<file path="config.mk">
export PLATFORM = sky130hd
export DESIGN_NAME = lfsr_prbs_gen_flat
export DESIGN_NICKNAME = d
export VERILOG_FILES = /design/src/rtl/lfsr_prbs_gen_if.sv /design/src/rtl/lfsr_prbs_gen.sv /design/src/flat_wrapper.sv
export SDC_FILE = /design/constraint.sdc
export NUM_CORES = 1
export LEC_CHECK = 0
export ABC_CLOCK_PERIOD_IN_PS = 2400
export CAP_MARGIN = 20
export CORE_UTILIZATION = 49
export DETAILED_ROUTE_END_ITERATION = 16
export PLACE_DENSITY = 0.75
export SLEW_MARGIN = 20
export SYNTH_ARGS = -nofsm -noshare
export SYNTH_HDL_FRONTEND = slang
export SYNTH_SLANG_ARGS = --single-unit
</file>
<file path="constraint.sdc">
create_clock -name sys_clk -period 2.4 [get_ports sys_clk]
set_input_delay 0.24 -clock sys_clk [delete_from_list [all_inputs] [get_ports sys_clk]]
set_output_delay 0.24 -clock sys_clk [all_outputs]
set_load 0.005 [all_outputs]
</file>
<file path="src/rtl/lfsr_prbs_gen_if.sv">
// lfsr_prbs_gen_if
//   Groups the control and data signals of the LFSR PRBS generator.
//   master : drives load / seed_in / sam_clk_en, observes the generator outputs
//   slave  : the generator itself
// Signals
//   load        load seed_in into the LFSR state
//   seed_in     runtime seed (WIDTH bits)
//   sam_clk_en  sample-rate strobe, one sys_clk wide
//   out         LFSR state viewed as a two's complement value
//   bit_out     serial PRBS bit (state MSB)
//   cycle       one-clock pulse per completed period
//   lockup      one-clock pulse when an all-zero state is recovered
interface lfsr_prbs_gen_if #(
  parameter int unsigned WIDTH = 22
);
  logic                    load;
  logic [WIDTH-1:0]        seed_in;
  logic                    sam_clk_en;
  logic signed [WIDTH-1:0] out;
  logic                    bit_out;
  logic                    cycle;
  logic                    lockup;

  modport master (
    output load, seed_in, sam_clk_en,
    input  out, bit_out, cycle, lockup
  );

  modport slave (
    input  load, seed_in, sam_clk_en,
    output out, bit_out, cycle, lockup
  );
endinterface

</file>
<file path="src/rtl/lfsr_prbs_gen.sv">
// lfsr_prbs_gen
//   Parametrised Fibonacci LFSR pseudo-random generator for DSP test stimulus
//   and noise injection. Steps once per sam_clk_en strobe, accepts a runtime
//   seed, and pulses cycle once every PERIOD steps.
// Ports
//   sys_clk  in  system clock, rising edge
//   reset    in  synchronous, active-high
//   bus      slave side of lfsr_prbs_gen_if (load, seed_in, sam_clk_en in;
//            out, bit_out, cycle, lockup out)
// Build option
//   LFSR_LOCKUP_RECOVER_EN : when defined, a step taken from the all-zero
//   state reloads SEED and pulses lockup; otherwise the zero state is sticky
//   and lockup stays low.
module lfsr_prbs_gen #(
  parameter int unsigned       WIDTH  = 22,
  parameter logic [WIDTH-1:0]  TAPS   = WIDTH'(22'h300000),
  parameter logic [WIDTH-1:0]  SEED   = WIDTH'(22'h2FFFFF),
  parameter longint unsigned   PERIOD = (64'd1 << WIDTH) - 64'd1
) (
  input  logic           sys_clk,
  input  logic           reset,
  lfsr_prbs_gen_if.slave bus
);

  // Terminal count for the period counter, truncated to the counter width.
  localparam logic [WIDTH-1:0] CNT_LAST = WIDTH'(PERIOD - 64'd1);

  logic [WIDTH-1:0] x;
  logic [WIDTH-1:0] cnt;
  logic             cycle_q;
  logic             lockup_q;
  logic             fb;
  logic [WIDTH-1:0] x_step;
  logic             lockup_hit;

  assign fb = ^(x & TAPS);

  always_comb begin
    x_step     = {x[WIDTH-2:0], fb};
    lockup_hit = 1'b0;
`ifdef LFSR_LOCKUP_RECOVER_EN
    // Zero is a fixed point of the shift; escape it by reseeding.
    if (x == '0) begin
      x_step     = SEED;
      lockup_hit = 1'b1;
    end
`endif
  end

  always_ff @(posedge sys_clk) begin
    if (reset) begin
      x        <= SEED;
      cnt      <= '0;
      cycle_q  <= 1'b0;
      lockup_q <= 1'b0;
    end else if (bus.load) begin
      // A zero seed would lock the generator, so fall back to SEED.
      x        <= (bus.seed_in != '0) ? bus.seed_in : SEED;
      cnt      <= '0;
      cycle_q  <= 1'b0;
      lockup_q <= 1'b0;
    end else if (bus.sam_clk_en) begin
      x        <= x_step;
      lockup_q <= lockup_hit;
      // Period tracking counts steps, independent of the state value.
      if (cnt == CNT_LAST) begin
        cnt     <= '0;
        cycle_q <= 1'b1;
      end else begin
        cnt     <= cnt + 1'b1;
        cycle_q <= 1'b0;
      end
    end else begin
      cycle_q  <= 1'b0;
      lockup_q <= 1'b0;
    end
  end

  assign bus.out     = $signed(x);
  assign bus.bit_out = x[WIDTH-1];
  assign bus.cycle   = cycle_q;
  assign bus.lockup  = lockup_q;

endmodule

</file>
<file path="src/flat_wrapper.sv">
// flat-port wrapper written by rule: the top's interface ports become plain ports
module lfsr_prbs_gen_flat 
#(
  parameter int unsigned       WIDTH  = 22,
  parameter logic [WIDTH-1:0]  TAPS   = WIDTH'(22'h300000),
  parameter logic [WIDTH-1:0]  SEED   = WIDTH'(22'h2FFFFF),
  parameter longint unsigned   PERIOD = (64'd1 << WIDTH) - 64'd1
)
  (sys_clk, reset, bus_load, bus_seed_in, bus_sam_clk_en, bus_out, bus_bit_out, bus_cycle, bus_lockup);
  lfsr_prbs_gen_if #(.WIDTH(WIDTH)) bus_i ();
  input  logic sys_clk;
  input  logic reset;
  input wire logic [$bits(bus_i.load)-1:0] bus_load;
  input wire logic [$bits(bus_i.seed_in)-1:0] bus_seed_in;
  input wire logic [$bits(bus_i.sam_clk_en)-1:0] bus_sam_clk_en;
  output wire logic [$bits(bus_i.out)-1:0] bus_out;
  output wire logic [$bits(bus_i.bit_out)-1:0] bus_bit_out;
  output wire logic [$bits(bus_i.cycle)-1:0] bus_cycle;
  output wire logic [$bits(bus_i.lockup)-1:0] bus_lockup;
  assign bus_i.load = bus_load;
  assign bus_i.seed_in = bus_seed_in;
  assign bus_i.sam_clk_en = bus_sam_clk_en;
  assign bus_out = bus_i.out;
  assign bus_bit_out = bus_i.bit_out;
  assign bus_cycle = bus_i.cycle;
  assign bus_lockup = bus_i.lockup;
  lfsr_prbs_gen #(.WIDTH(WIDTH), .TAPS(TAPS), .SEED(SEED), .PERIOD(PERIOD)) u_core (.sys_clk(sys_clk), .reset(reset), .bus(bus_i));
endmodule
</file>
==> metrics <==
status complete, no violations; post-cts resize count 0; CTS root buf clkbuf_8; ys async rst share 0%; Clock transition at path regs 0.08 ns; full die area between 4000 and 5000 sq um; diodes inserted 0; syn_area_per_cell 9.59 sq um; worst endpoint required time about 2.6 ns; setup violators final 0; io pins 51; Area Growth Syn to Fin 33.9%; Hold Path Depth 2; Syn Inst Count about 220; switching portion of total power about a fifth; largest stage delay on the critical path between 0.6 and 0.7 ns; Yosys reg bits 45; RR Startpoint u_core.cnt[7]; most frequent cells in the layout clkdlybuf4s50_1 (49), dfxtp_1 (45), mux2i_1 (20), a2bb2oi_1 (19), nor3_1 (19); Tmin final 2.02 ns; setup TNS 0 ns; cts hold-fix bufs 0; final-report hold violation count 0; # Post-CTS Setup Buffers 0; TritonCTS clock tree built; Iteration-0 DRC Markers 69; maximum VDD drop 0.413 mV; site row count 23; crit path launch u_core.cnt[7]; grt total ovfl 0; initial antenna violation count 0; post-synthesis sequential area ratio roughly 43%; router iterations before antenna repair 4; yosys warns 0; CP startpoint kind flop; fmax approximately 0.5 GHz; Synth cell types 38; Final Cycle Share 84.0%; DR WL/cell approximately 15 microns; skew final just over 0.004 ns; Yosys top cell by area dfxtp_1; largest net degree at the start of global routing 30; Total Nets Final 303; slowest stage cell, crit path or4_1; Power, Total between 0.0015 and 0.002 W; die width around 68 microns; Placer Congestion just over 0.8; internal power 0.00132 W; CP Class flop to flop; max-slew violation count 0; Logic pwr share between 10% and 20%; first-pass GRT wire length 8.07 mm; share of layout cells above drive strength 1 between 10% and 20%; Max FO, Critical Path 10; CP endpoint kind flop; max-cap violations 0; TritonCTS buffer count 5; Worst Hold Endpoint u_core.cnt[21]; core area just over 4000 sq um; detailed placement HPWL 3.51 mm; worst hold slack around 0.53 ns; commonest non-fill, non-tap cell in the layout clkdlybuf4s50_1; H-tree depth 2; drc violations 0; via/cell ratio roughly 5.6; arrival time worst endpoint around 2.2 ns; Hold WC Path Type flop to flop; Final ANT Viol Nets 0; sequential group share of total power 47.5%; power share of the clock group about two fifths; top-area cell type share of the netlist area between 40% and 50%; EDFF count, synth 0; R2R setup slack about 0.38 ns; Syn Nets approximately 250; vias in the first global route 1804; routed via count ~1800; Net Switching about 0.00036 W; Post-Route WL between 4 and 5 mm; Slew @ Worst Pin 0.531 ns; leakage 1.03 nW; Synth Cell Area 2120 sq um; die height just under 70 microns; Worst Reg2Reg Path Length in Cells 4; PwrDens approximately 600 nW/um^2; GRT Util Overall a little under a quarter; ys flop type dfxtp_1; RSZ-0062 raised after global routing false; Clock Tree Buf Depth 2; Skew-Pair Late Insertion Delay approximately 0.30 ns; Cell Chain, Critical Path nand4_1 -> or4_1 -> or3_1 -> a211oi_2; clk sink count 45; I/O Buffers 49; Max-slew headroom around 64%; top post-synthesis cells by area dfxtp_1 (43%), mux2i_1 (9.4%), a2bb2oi_1 (7.9%); Initial Util approximately 52%; reg2reg end u_core.cnt[17]; Hold Crit Start u_core.cnt[21]
per-stage QoR:
step,cells,util (%),cell area [sq um],setup WS (ns)
5_1_grt,326,69.5,2840,0.269
6_report,326,69.5,2840,0.384
4_1_cts,326,69.5,2840,0.376
3_5_place_dp,318,66.2,2710,0.178
3_3_place_gp,318,66.2,2710,0.216
2_1_floorplan,221,-,2120,0.590
cells in the mapped netlist (all sizes together) (3+ instances only):
master and count:
dfxtp 45, nand3 4, o21ai 7, mux2i 20, nor2b 3, inv 6
nor2 6, xor2 3, nor3 19, or3 5, nand4 9, a2bb2oi 19
buf 8, nor4 12, xnor2 12, a211oi 6, clkbuf 6, nand2 11
critical path: cells and delay by family (launching register included):
kind | cells | cell delay (ns)
and+or+nand+nor | 3 | 1.29
DFF | 1 | 0.45
AOI/OAI and AO/OA | 1 | 0.21
registers in the layout (all words and copies together), names as in the netlist:
signal            count
u_core.bus.out       22
u_core.bus.cycle      1
u_core.cnt           22
worst max-delay path by stage:
stage | endpoint | depth (start not counted)
4_1_cts | u_core.cnt[17] | 4
5_1_grt | u_core.cnt[17] | 4
3_5_place_dp | u_core.cnt[17] | 5
2_1_floorplan | u_core.cnt[17] | 5
6_report | u_core.cnt[17] | 4
3_3_place_gp | u_core.cnt[17] | 5
cells by family after synthesis:
kind of cell | share of synthesized area, %
muxes | 9.45
buffers and inverters | 4.19
other | 0.177
DFF | 42.5
AOI/OAI and AO/OA | 16.4
adders and majority gates | 1.18
and+or+nand+nor | 19.9
xor gates and xnor gates | 6.20
power groups by stage:
stage                     combinational (W)  clock, W  sequential (W)
after floorplan                   0.0000900         0        0.000810
after global placement             0.000206         0        0.000812
after detailed placement           0.000207         0        0.000812
after CTS                          0.000208  0.000682        0.000795
after global routing               0.000224  0.000713        0.000799
final                              0.000206  0.000672        0.000795
per-layer routing:
metal	wire, microns	vias to the layer above	part of all wire, %	global-route usage (%)
li1	-	935	-	-
met1	2120	846	44	26.8
met2	2360	47	49	41.0
met3	248	6	5.2	6.59
met4	55	0	1.1	9.90
met5	0	-	0	0
cell type report:
class,instances,area [sq um]
sequential,45,901
fill,348,1250
clock buffer,5,68.8
timing repair buffer,61,581
multi-input combinational,156,1140
inverter,6,22.5
tap,50,62.6
clock inverter,3,65.1
Note: power is estimated with default switching activity, not from simulation.
